$ cat src/rtl/seq_detector_param.sv
// Serial bit-sequence detector with loadable pattern, selectable overlap
// policy, input qualification and a saturating match counter.
//
// Ports:
//   clk        rising-edge clock
//   rst        asynchronous active-high reset
//   din_valid  qualifies din; bits are accepted only when high
//   din        serial data bit
//   overlap    1 = overlapping detection, 0 = non-overlapping
//   pat_load   load pat_in into the pattern register (din ignored)
//   pat_in     new pattern, MSB is the first bit received
//   clr_cnt    synchronous clear of match_cnt (wins over a match)
//   dout       registered one-cycle match pulse
//   match_cnt  saturating match count
//   pattern    current pattern register
module seq_detector_param #(
    parameter int                 SEQ_LEN = 5,
    parameter logic [SEQ_LEN-1:0] PATTERN = 5'b10101,
    parameter int                 CNT_W   = 8
) (
    input  logic               clk,
    input  logic               rst,
    input  logic               din_valid,
    input  logic               din,
    input  logic               overlap,
    input  logic               pat_load,
    input  logic [SEQ_LEN-1:0] pat_in,
    input  logic               clr_cnt,
    output logic               dout,
    output logic [CNT_W-1:0]   match_cnt,
    output logic [SEQ_LEN-1:0] pattern
);

    localparam int               FW       = $clog2(SEQ_LEN);
    localparam logic [FW-1:0]    FILL_MAX = FW'(SEQ_LEN - 1);
    localparam logic [CNT_W-1:0] CNT_MAX  = '1;

    logic [SEQ_LEN-1:0] pat_q, pat_d;
    logic [SEQ_LEN-2:0] hist_q, hist_d;
    logic [FW-1:0]      fill_q, fill_d;
    logic [CNT_W-1:0]   cnt_q, cnt_d;
    logic               dout_q, dout_d;

    logic               accept;
    logic               match;
    logic [SEQ_LEN-1:0] window;

    // Candidate window: stored history with the incoming bit as the LSB.
    assign window = {hist_q, din};
    assign accept = din_valid & ~pat_load;
    assign match  = accept && (fill_q == FILL_MAX) && (window == pat_q);

    always_comb begin
        pat_d  = pat_q;
        hist_d = hist_q;
        fill_d = fill_q;
        cnt_d  = cnt_q;
        dout_d = match;

        if (pat_load) begin
            pat_d  = pat_in;
            hist_d = '0;
            fill_d = '0;
        end else if (accept) begin
            if (match && !overlap) begin
                // Non-overlapping: the next match needs a full fresh window.
                hist_d = '0;
                fill_d = '0;
            end else begin
                hist_d = window[SEQ_LEN-2:0];
                if (fill_q != FILL_MAX) begin
                    fill_d = fill_q + FW'(1);
                end
            end
        end

        if (clr_cnt) begin
            cnt_d = '0;
        end else if (match && cnt_q != CNT_MAX) begin
            cnt_d = cnt_q + CNT_W'(1);
        end
    end

    always_ff @(posedge clk or posedge rst) begin
        if (rst) begin
            pat_q  <= PATTERN;
            hist_q <= '0;
            fill_q <= '0;
            cnt_q  <= '0;
            dout_q <= 1'b0;
        end else begin
            pat_q  <= pat_d;
            hist_q <= hist_d;
            fill_q <= fill_d;
            cnt_q  <= cnt_d;
            dout_q <= dout_d;
        end
    end

    assign dout      = dout_q;
    assign match_cnt = cnt_q;
    assign pattern   = pat_q;

endmodule

$ cat config.mk
export PLATFORM = sky130hd
export DESIGN_NAME = seq_detector_param
export DESIGN_NICKNAME = d
export VERILOG_FILES = /design/src/rtl/seq_detector_param.sv
export SDC_FILE = /design/constraint.sdc
export NUM_CORES = 1
export LEC_CHECK = 0
export ABC_AREA = 1
export CORE_ASPECT_RATIO = 1.4
export CORE_MARGIN = 2
export CORE_UTILIZATION = 30
export DETAILED_ROUTE_END_ITERATION = 7
export PLACE_DENSITY_LB_ADDON = 0.15
export SLEW_MARGIN = 10
export SYNTH_ARGS = -nofsm -noshare
export SYNTH_HDL_FRONTEND = slang
export SYNTH_SLANG_ARGS = --single-unit
$ cat constraint.sdc
create_clock -name clk -period 5 [get_ports clk]
set_clock_uncertainty 0.15 [all_clocks]
set_input_delay 0.75 -clock clk [delete_from_list [all_inputs] [get_ports clk]]
set_output_delay 0.75 -clock clk [all_outputs]
set_load 0.03 [all_outputs]
==> results.py, run 1 <==
metrics = {
    "setup_path": {
        "cp_slowest_cell": "clkdlybuf4s50_1",
        "r2r-end": "match_cnt[5]",
        "rr_startpoint": "fill_q[0]",
        "worstPathArrival_ps": 2550,
        "cp_max_fo": 16,
        "cp_slowest_stage_delay_ps": 630,
        "crit_chain": "clkdlybuf4s50_1 > nor2_2 > nand2_2 > nor2_4 > nand3_4 > o21bai_4 > nand2_1 > o21ai_2",
        "r2r_slack_ps": 3060,
        "end_kind": "flip-flop",
        "startpoint_type": "input pin",
        "crit_type": "input pin to flip-flop",
        "r2r_cells": 10,
        "crit_required_ps": 5040,
    },
    "sta": {
        "fmax_ghz": 0.398,
        "rsz0062_at_grt": "no",
        "worst_pin_slew_ps": 822,
        "slew_violations": 0,
        "setup_tns_ps": 0,
        "setup_viol": 0,
        "hold_viol_final": 0,
        "fin_ws_ps": 2490,
        "min_period_ps": 2510,
        "period_share_pct": 50.2,
        "relSlewSlack_pct": 45.1,
    },
    "hold_path": {
        "hold_start": "pattern[4]",
        "min_path_cells": 2,
        "min_to": "pattern[4]",
        "hold_path.class": "flip-flop to flip-flop",
    },
    "clock_network": {
        "h-tree-depth": 1,
        "clk_pin_slew_ps": 80,
        "cts_setup_buffers": 0,
        "cts_tree": "built",
        "cts_sinks": 21,
        "cts-resized-gates": 0,
        "clock_latency_ps": 260,
        "ctsHoldBuffers": 0,
        "clockRootBuffer": "clkbuf_8",
        "numCtsBuffers": 3,
        "clk_path_buf_depth": 2,
    },
    "logic_synthesis": {
        "synthesis.nets": 163,
        "syn_area_sq_mm": 0.00122,
        "synth_cell_types": 28,
        "synth_seq_cells": 21,
        "syn_inst": 148,
        "seq_area_frac_synth_pct": 43.3,
        "syn_area_per_cell_sq_um": 8.27,
        "yosysWarnings": 0,
    },
    "route": {
        "wl_per_cell_um": 11.6,
        "drc_errors": 0,
        "wl_mm": 2.52,
        "ant_nets": 0,
        "vias_per_cell": 4.64,
        "dr.pass1.iters": 4,
        "vias": 1006,
        "detail_route.iter0.violations": 27,
    },
    "power_and_ir_drop": {
        "power_frac_seq_pct": 48.6,
        "swShare_pct": 30.5,
        "ir_drop_uv": 168,
        "p_switching_mw": 0.122,
        "clock_power_share_pct": 28.5,
        "p_leak_nw": 0.701,
        "combinationalPowerShare_pct": 23.0,
        "p_per_area_mw_per_mm2": 258,
        "p_int_mw": 0.278,
    },
    "run_status": {
        "status": "completed",
    },
    "placed_design": {
        "hpwl_mm": 1.94,
        "pre_cts_ws_ps": 2200,
        "finalWeightedCongestion": 0.692,
        "port-buffer-count": 25,
    },
    "die": {
        "initial_utilization_pct": 31.2,
        "core_sq_mm": 0.00392,
        "ioPinCount": 26,
        "die_x_um": 58.0,
        "fp.dieArea_sq_mm": 0.00461,
        "die-height_um": 79.6,
        "core.rowCount": 27,
    },
    "global_route": {
        "grt_pass1_vias": 1028,
        "antenna_found_initial": 0,
        "grt_max_degree": 22,
        "grtUsageTotal_pct": 12.4,
        "grt_pass1_wl_mm": 4.45,
        "grt_overflow_total": 0,
    },
    "layout": {
        "fillers": 416,
        "drive_gt1_share_pct": 17.2,
        "register_area_sq_um": 529,
        "nets": 190,
        "multi_input_area_sq_um": 569,
        "area_delta_synth_final_pct": 26.6,
        "diodes": 0,
    },
    "job": {
        "maxCapViolCount": 0,
    },
}
-- synthesized netlist by cell type --
cell type | count | share of area, %
nand2_2 | 4 | 2.0
nand3_1 | 2 | 0.82
clkbuf_1 | 1 | 0.31
nor2_1 | 11 | 3.4
o21ai_0 | 5 | 2.0
dfstp_2 | 3 | 6.4
ha_1 | 3 | 3.1
xnor2_1 | 1 | 0.72
inv_2 | 4 | 1.2
o22ai_1 | 4 | 2.0
nor3_1 | 2 | 0.82
nand4_1 | 4 | 2.0
o21ai_2 | 6 | 4.3
inv_1 | 23 | 7.1
nand2_4 | 1 | 0.92
nand3_4 | 1 | 1.4
nor3_2 | 1 | 0.82
o21ai_1 | 2 | 0.82
nor2_4 | 3 | 2.8
xor2_1 | 4 | 2.9
nand3_2 | 1 | 0.82
buf_8 | 1 | 1.2
dfrtp_1 | 18 | 37
nand2_1 | 38 | 12
nor2_2 | 2 | 1.0
o21bai_4 | 1 | 1.5
nor3b_1 | 1 | 0.61
clkbuf_2 | 1 | 0.41
-- cells in the final DEF, fill, tap and decap left out, types with 4 or more instances in the layout --
master           instances
nand2_1                 38
clkdlybuf4s50_1         25
inv_1                   23
dfrtp_1                 18
nor2_1                  11
o21ai_2                  6
o21ai_0                  5
inv_2                    4
nand2_2                  4
nand4_1                  4
o22ai_1                  4
xor2_1                   4
-- routing by layer --
metal	track usage [%]	up-vias	routed length, um
li1	-	510	-
met5	0	-	0
met1	14.6	473	1060
met4	4.88	0	43
met2	22.2	18	1330
met3	1.94	5	82
-- kinds of logic (layout without fill, tap and decap cells) --
group,after synthesis,in the layout,share of synthesized area (%)
compound gates,18,18,10.7
xor+xnor,5,5,3.58
fa+ha+maj,3,3,3.07
buf+inv,30,56,10.2
flops,21,21,43.3
simple gates,71,71,29.1
-- how the worst max path moves through the flow --
stage | startpoint | endpoint | slack (ps) | depth (start not counted)
final | pat_load | match_cnt[5] | 2490 | 8
after global routing | pat_load | match_cnt[4] | 2260 | 8
after CTS | pat_load | match_cnt[5] | 2480 | 8
after detailed placement | pat_load | match_cnt[5] | 2200 | 8
after global placement | pat_load | match_cnt[4] | 2300 | 8
after floorplan | match_cnt[1] | match_cnt[0] | 3130 | 9
-- flip-flops by register name, summed over array words and instances (netlist names) --
signal     cells
dout           1
match_cnt      8
fill_q         3
pattern        5
hist_q         4
-- power groups by stage --
stage / logic (mW) / registers, mW / clock network [mW]
4_1_cts: 0.0937 / 0.194 / 0.117
6_report: 0.0918 / 0.194 / 0.114
2_1_floorplan: 0.0489 / 0.209 / 0
3_5_place_dp: 0.0933 / 0.197 / 0
5_1_grt: 0.102 / 0.196 / 0.128
3_3_place_gp: 0.0911 / 0.197 / 0
-- critical path, delay by kind of cell --
kind | cells | cell delay (ps)
AO/OA/AOI/OAI | 2 | 510
AND/OR/NAND/NOR | 5 | 660
buffers and inverters | 1 | 630
-- metrics by stage --
stage                     util (%)  power (mW)  std cells  hold WS [ps]  cell area [sq um]
after floorplan                  -       0.258        148           325               1220
after global placement        38.4       0.288        213           337               1500
after detailed placement      38.4       0.290        213           348               1500
after CTS                     39.5       0.405        217           359               1550
after global routing          39.5       0.425        217           393               1550
final                         39.5       0.399        217           356               1550
-- cell type report --
cell class / instances / share of cell area [%]
tap: 43 / 3.47
timing repair buffer: 25 / 16.2
multi-input combinational: 97 / 36.8
sequential: 21 / 34.2
clock buffer: 4 / 2.91
inverter: 27 / 6.54
No activity file was read; power rests on OpenSTA's default activity.
==> inputs of run 2 (changes only) <==
Clock period 5 ns to 2.2 ns, I/O delays scaled along.
==> run 2 against run 1 <==
Critical endpoint is now pattern[0]. Sequential power is 130% higher. Register-to-register slack worse by 2600 ps. Largest power group unchanged. Non-clock buffer count grew 3. Via count fell by 0.80%. First-iteration DRC count grew 48%. Critical path type is now flip-flop to output pin. Sequential cell count is the same. Setup slack got worse by 2200 ps. Highest routed layer unchanged. Sequential share of layout area down 0.78 points.
==> results.py, run 2 (synthesized netlist as in run 1, its figures left out) <==
metrics = {
    "run_status": {
        "status": "completed",
    },
    "layout": {
        "layout_commonest_cell": "nand2_1",
        "drive_gt1_share_pct": 19.2,
        "final_util_pct": 40.5,
        "largest_register_ffs": 8,
        "diodes": 0,
        "nets": 193,
        "final_cell_mix": "38 x nand2_1, 25 x clkdlybuf4s50_1, 23 x inv_1, 18 x dfrtp_1, 11 x nor2_1",
        "area_delta_synth_final_pct": 29.6,
    },
    "route": {
        "vias_per_cell": 4.54,
        "vias": 998,
        "wl_per_cell_um": 10.9,
        "detail_route.iter0.violations": 40,
        "wl_mm": 2.40,
        "dr.pass1.iters": 2,
        "ant_nets": 0,
        "drc_errors": 0,
    },
    "setup_path": {
        "worstPathArrival_ps": 1470,
        "crit_family": "buffers and inverters",
        "end_kind": "output pin",
        "cp_slowest_stage_delay_ps": 670,
        "cp_slowest_cell": "clkdlybuf4s50_1",
        "crit_type": "flip-flop to output pin",
        "crit_required_ps": 1720,
        "worst-path-buf-inv": 1,
        "cp_max_fo": 3,
        "crit_chain": "clkdlybuf4s50_1",
        "cp.depth": 1,
        "r2r_cells": 11,
        "startpoint_type": "flip-flop",
    },
    "clock_network": {
        "ctsHoldBuffers": 0,
        "cts_tree": "built",
        "clk_path_buf_depth": 2,
        "cts-resized-gates": 0,
        "h-tree-depth": 1,
        "clockRootBuffer": "clkbuf_8",
        "clock_latency_ps": 260,
        "cts_sinks": 21,
        "numCtsBuffers": 3,
        "clk_pin_slew_ps": 80,
        "cts_setup_buffers": 0,
    },
    "sta": {
        "fin_ws_ps": 248,
        "worst_pin_slew_ps": 321,
        "rsz0062_at_grt": "no",
        "relSlewSlack_pct": 78.6,
        "slew_violations": 0,
        "setup_viol": 0,
        "holdWs_ps": 238,
        "setup_tns_ps": 0,
        "period_share_pct": 88.7,
        "hold_viol_final": 0,
        "fmax_ghz": 0.512,
        "min_period_ps": 1950,
    },
    "global_route": {
        "grtUsageTotal_pct": 12.0,
        "grt_overflow_total": 0,
        "grt_pass1_wl_mm": 4.29,
        "grt_pass1_vias": 1012,
        "grt_max_degree": 22,
        "antenna_found_initial": 0,
    },
    "die": {
        "die-height_um": 79.6,
        "initial_utilization_pct": 31.2,
        "core_sq_mm": 0.00392,
        "fp.dieArea_sq_mm": 0.00461,
        "core.rowCount": 27,
        "die_x_um": 58.0,
        "ioPinCount": 26,
    },
    "placed_design": {
        "hpwl_mm": 1.85,
        "port-buffer-count": 25,
        "finalWeightedCongestion": 0.712,
        "pre_cts_ws_ps": 252,
    },
    "job": {
        "maxCapViolCount": 0,
    },
    "hold_path": {
        "hold_path.class": "input pin to async pin",
    },
    "power_and_ir_drop": {
        "ir_drop_uv": 268,
        "power_mw": 0.911,
        "p_leak_nw": 0.723,
        "p_per_area_mw_per_mm2": 574,
    },
}
[run 2: cell type report]
cell class                 instances  area, sq um
sequential                        21          529
clock inverter                     1         5.00
fill                             408         2330
clock buffer                       3         41.3
multi-input combinational         97          569
timing repair buffer              28          285
tap                               43         53.8
inverter                          27          101
[run 2: final timing paths]
check	from	to	slack, ps
hold / removal	rst	fill_q[1]	240
hold reg to reg	pattern[4]	pattern[4]	360
min in group clk	pattern[4]	pattern[4]	360
max in group asynchronous	rst	pattern[2]	1380
setup / recovery	pattern[0]	pattern[0]	250
setup reg to reg	fill_q[0]	match_cnt[7]	440
[run 2: worst register-to-register path: stages (launching register included)]
cell and delay [ps]:
dfrtp_1 410, inv_1 80, ha_1 160, nand2_2 80, inv_2 70, nand2_2 60
nor2_4 120, nand3_4 100, o21bai_4 160, buf_12 160, nand2_1 60, o21ai_1 70
[run 2: where the power goes]
| part | internal, mW | total, mW | switching [mW] | leakage [nW] |
|---|---|---|---|---|
| combinational | 0.0919 | 0.213 | 0.121 | 0.424 |
| clock | 0.126 | 0.257 | 0.131 | 0.0255 |
| sequential | 0.416 | 0.441 | 0.0247 | 0.274 |
| total | 0.634 | 0.911 | 0.276 | 0.723 |
[run 2: routing by layer]
| layer | wire length (um) | GRT usage [%] | vias to the layer above |
|---|---|---|---|
| li1 | - | - | 514 |
| met1 | 1040 | 14.9 | 463 |
| met2 | 1240 | 20.2 | 16 |
| met3 | 94 | 2.43 | 5 |
| met4 | 34 | 4.19 | 0 |
| met5 | 0 | 0 | - |
[run 2: through the flow]
stage | cell area, sq um | instances
3_3_place_gp | 1540 | 216
6_report | 1590 | 220
3_5_place_dp | 1540 | 216
4_1_cts | 1590 | 220
2_1_floorplan | 1220 | 148
5_1_grt | 1590 | 220
==> inputs of run 3 (changes only) <==
Settings changed: MAX_ROUTING_LAYER set to met4, PLACE_DENSITY set to 0.65, PLACE_DENSITY_LB_ADDON 0.15 to not set.
==> run 3 against run 2 <==
Die area unchanged. Final area is 0.39% higher. Sequential share of layout area is 0.13 points lower. Critical path type unchanged. Setup slack worse by 2.6 ps. Final cell count increased by 0.45%. Utilization up 0.16 points. Via count shrank 0.50%. Critical path depth unchanged. Power about the same. Routed wire length decreased by 2.0%.
==> results.py, run 3 (synthesized netlist as in run 1, its figures left out) <==
metrics = {
    "setup_path": {
        "crit_required_ps": 1720,
        "crit_family": "buffers and inverters",
        "cp_max_fo": 3,
        "cp_slowest_cell": "clkdlybuf4s50_1",
        "worstPathArrival_ps": 1470,
        "rr_startpoint": "fill_q[0]",
        "cp_slowest_stage_delay_ps": 660,
        "worst-path-buf-inv": 1,
        "crit_type": "flip-flop to output pin",
        "startpoint_type": "flip-flop",
        "crit_chain": "clkdlybuf4s50_1",
        "end_kind": "output pin",
        "crit_path_start": "pattern[2]",
    },
    "die": {
        "core.rowCount": 27,
        "ioPinCount": 26,
        "fp.dieArea_sq_mm": 0.00461,
        "die-height_um": 79.6,
        "initial_utilization_pct": 31.2,
        "die_x_um": 58.0,
        "core_sq_mm": 0.00392,
    },
    "sta": {
        "min_period_ps": 1950,
        "worst_pin_slew_ps": 311,
        "relSlewSlack_pct": 79.2,
        "period_share_pct": 88.8,
        "setup_tns_ps": 0,
        "fin_ws_ps": 246,
        "fmax_ghz": 0.512,
        "slew_violations": 0,
        "rsz0062_at_grt": "no",
        "setup_viol": 0,
        "hold_viol_final": 0,
    },
    "clock_network": {
        "clk_pin_slew_ps": 70,
        "cts-resized-gates": 0,
        "numCtsBuffers": 3,
        "clockRootBuffer": "clkbuf_8",
        "cts_tree": "built",
        "clock_latency_ps": 260,
        "h-tree-depth": 1,
        "ctsHoldBuffers": 0,
        "clk_path_buf_depth": 2,
        "cts_setup_buffers": 0,
        "cts_sinks": 21,
    },
    "route": {
        "drc_errors": 0,
        "vias_per_cell": 4.49,
        "detail_route.iter0.violations": 49,
        "dr.pass1.iters": 4,
        "ant_nets": 0,
        "wl_mm": 2.35,
        "wl_per_cell_um": 10.7,
        "vias": 993,
    },
    "placed_design": {
        "hpwl_mm": 1.75,
        "pre_cts_ws_ps": 253,
        "port-buffer-count": 25,
        "finalWeightedCongestion": 0.729,
    },
    "power_and_ir_drop": {
        "p_per_area_mw_per_mm2": 572,
        "ir_drop_uv": 264,
        "p_leak_nw": 0.725,
    },
    "layout": {
        "drive_gt1_share_pct": 19.1,
        "final_cell_mix": "38 x nand2_1, 25 x clkdlybuf4s50_1, 23 x inv_1, 18 x dfrtp_1, 11 x nor2_1",
        "largest_register_ffs": 8,
        "fillers": 396,
        "area_delta_synth_final_pct": 30.1,
        "layout_commonest_cell": "nand2_1",
        "nets": 194,
        "diodes": 0,
    },
    "global_route": {
        "grtUsageTotal_pct": 11.7,
        "antenna_found_initial": 0,
        "grt_pass1_vias": 927,
        "grt_pass1_wl_mm": 4.04,
        "grt_overflow_total": 0,
        "grt_max_degree": 22,
    },
    "job": {
        "maxCapViolCount": 0,
    },
    "hold_path": {
        "hold_path.class": "input pin to async pin",
    },
    "run_status": {
        "status": "completed",
    },
}
-- run 3: path summary, 6_finish.rpt --
path                                end  slack (ps)  cells after the start
setup / recovery             pattern[2]         250                      1
hold / removal             match_cnt[7]         240                      3
setup reg to reg           match_cnt[7]         430                     11
hold reg to reg               fill_q[1]         370                      2
max in group asynchronous    pattern[2]        1380                      3
min in group clk              fill_q[1]         370                      2
-- run 3: cell type report --
| cell class | count | area, sq um | share of cell area, % |
|---|---|---|---|
| Multi-Input combinational cell | 97 | 569 | 35.8 |
| Sequential cell | 21 | 529 | 33.3 |
| Timing Repair Buffer | 29 | 293 | 18.4 |
| Inverter | 27 | 101 | 6.37 |
| Tap cell | 43 | 53.8 | 3.38 |
| Clock buffer | 4 | 45.0 | 2.83 |
-- run 3: worst register-to-register path: stages (launching register included) --
cell	delay, ps
dfrtp_1	400
inv_1	80
ha_1	160
nand2_2	80
inv_2	70
nand2_2	60
nor2_4	120
nand3_4	110
o21bai_4	170
buf_12	160
nand2_1	60
o21ai_1	70
-- run 3: power by group --
| part | internal [mW] | total (mW) | switching [mW] |
|---|---|---|---|
| Combinational | 0.0932 | 0.216 | 0.123 |
| Clock | 0.129 | 0.253 | 0.124 |
| Sequential | 0.416 | 0.441 | 0.0242 |
| Total | 0.639 | 0.910 | 0.271 |
-- run 3: through the flow --
step | cell area, sq um | utilization, % | hold WS (ps) | power [mW] | instances
finish | 1590 | 40.6 | 245 | 0.910 | 221
global route | 1590 | 40.6 | 272 | 0.965 | 221
CTS | 1590 | 40.6 | 255 | 0.928 | 221
detailed placement | 1550 | 39.5 | 357 | 0.666 | 217
global placement | 1550 | 39.5 | 344 | 0.664 | 217
floorplan | 1220 | - | 154 | 0.586 | 148
-- run 3: metal layers --
| layer | up-vias | wire length, um | track usage (%) |
|---|---|---|---|
| li1 | 516 | - | - |
| met1 | 449 | 1090 | 13.9 |
| met2 | 24 | 1090 | 18.3 |
| met3 | 4 | 121 | 2.27 |
| met4 | 0 | 57 | 6.98 |
| met5 | - | 0 | - |
==> variant, RTL diff (flow settings as in run 2) <==
Change the parameter `SEQ_LEN` from 5 to 10.
--- a/src/rtl/seq_detector_param.sv
+++ b/src/rtl/seq_detector_param.sv
@@ -14,7 +14,7 @@
 //   match_cnt  saturating match count
 //   pattern    current pattern register
 module seq_detector_param #(
-    parameter int                 SEQ_LEN = 5,
+    parameter int                 SEQ_LEN = 10,
     parameter logic [SEQ_LEN-1:0] PATTERN = 5'b10101,
     parameter int                 CNT_W   = 8
 ) (
Ports: changed (resized pat_in and pattern); port bits go from 26 to 36. The function was not compared with the original's and may differ.
==> variant against run 2 <==
  * Register-to-register slack got worse by 60 ps
  * Final area increased by 46%
  * Wire length increased by 65%
  * Sequential cell count increased by 11
  * Setup slack got worse by 27 ps
  * Area after synthesis increased by 41%
  * Total power increased by 64%
  * Maximum frequency decreased by 1.4%
  * Largest power group unchanged
  * Highest routed layer unchanged
==> variant: results (changes against run 2) <==
- The H-tree depth was 2 (was 1).
- The worst supply voltage drop on vdd is 0.301 mV (was 0.268 mV).
- The layout cell share with drive strength beyond 1 is 12.9% (was 19.2%).
- The end of the worst register-to-register path is match_cnt[4] (was match_cnt[7]).
- The non-clock buffer total of the final layout is 42 (was 28).
- The power dissipated by switching net loads is 0.376 mW (was 0.276 mW).
- The number of global-route vias before repair is 1595 (was 1012).
- The weighted congestion at the end of routability-driven global placement came to 0.834 (was 0.712).
- The source of the critical timing path is pattern[4] (was pattern[0]).
- The count of routing violations after the opening detailed-route iteration came to 78 (was 40).
- The post-synthesis sequential area ratio is 46.7% (was 43.3%).
- The flip-flop count of the largest register after layout is 10 (was 8).
- The insertion delay of the later-clocked pin in the worst-skew pair is 290 ps (was 260 ps).
- The first-pass GRT wire length is 6.93 mm (was 4.29 mm).
- The total power draw was 1.49 mW (was 0.911 mW).
- The relative slew slack is 73.3% (was 78.6%).
- The number of clock buffers inserted by TritonCTS was 5 (was 3).
- The via count was 1504 (was 998).
- Result of the run: finished, final reports clean (unchanged).
- The clock buffer count in the final layout is 7 (was 3).
- The timing endpoint of the critical path is pattern[4] (was pattern[0]).
- The internal reg-to-reg setup slack is 380 ps (was 440 ps).
- The total power divided by cell area came to 644 nW/um2 (was 574 nW/um2).
- The multi-input logic cell count is 152 (was 97).
- The maximum number of pins on one net before global-route repair is 33 (was 22).
- The sequential cell area in the final layout was 805 um2 (was 529 um2).
variant: cell families after synthesis:
family                   Yosys count  synth area share, %
AND/OR/NAND/NOR                  116                 31.7
buffers and inverters             33                 7.62
flip-flops                        32                 46.7
AO/OA/AOI/OAI                     25                 7.77
XOR/XNOR                           8                 4.07
adder cells (fa/ha/maj)            3                 2.18
variant: metal layers:
metal  track usage, %  wire length, um
met1             16.1             1660
met2             24.9             2070
met3             3.96              170
met4             6.17               84
met5                0                0
variant: how the worst min path moves through the flow:
stage                          start      endpoint  cells past startpoint
after global placement    pattern[2]    pattern[2]                      2
after global routing             rst    pattern[6]                      3
after CTS                        rst  match_cnt[2]                      3
after floorplan              clr_cnt  match_cnt[0]                      1
final                            rst    pattern[6]                      3
after detailed placement  pattern[2]    pattern[2]                      2
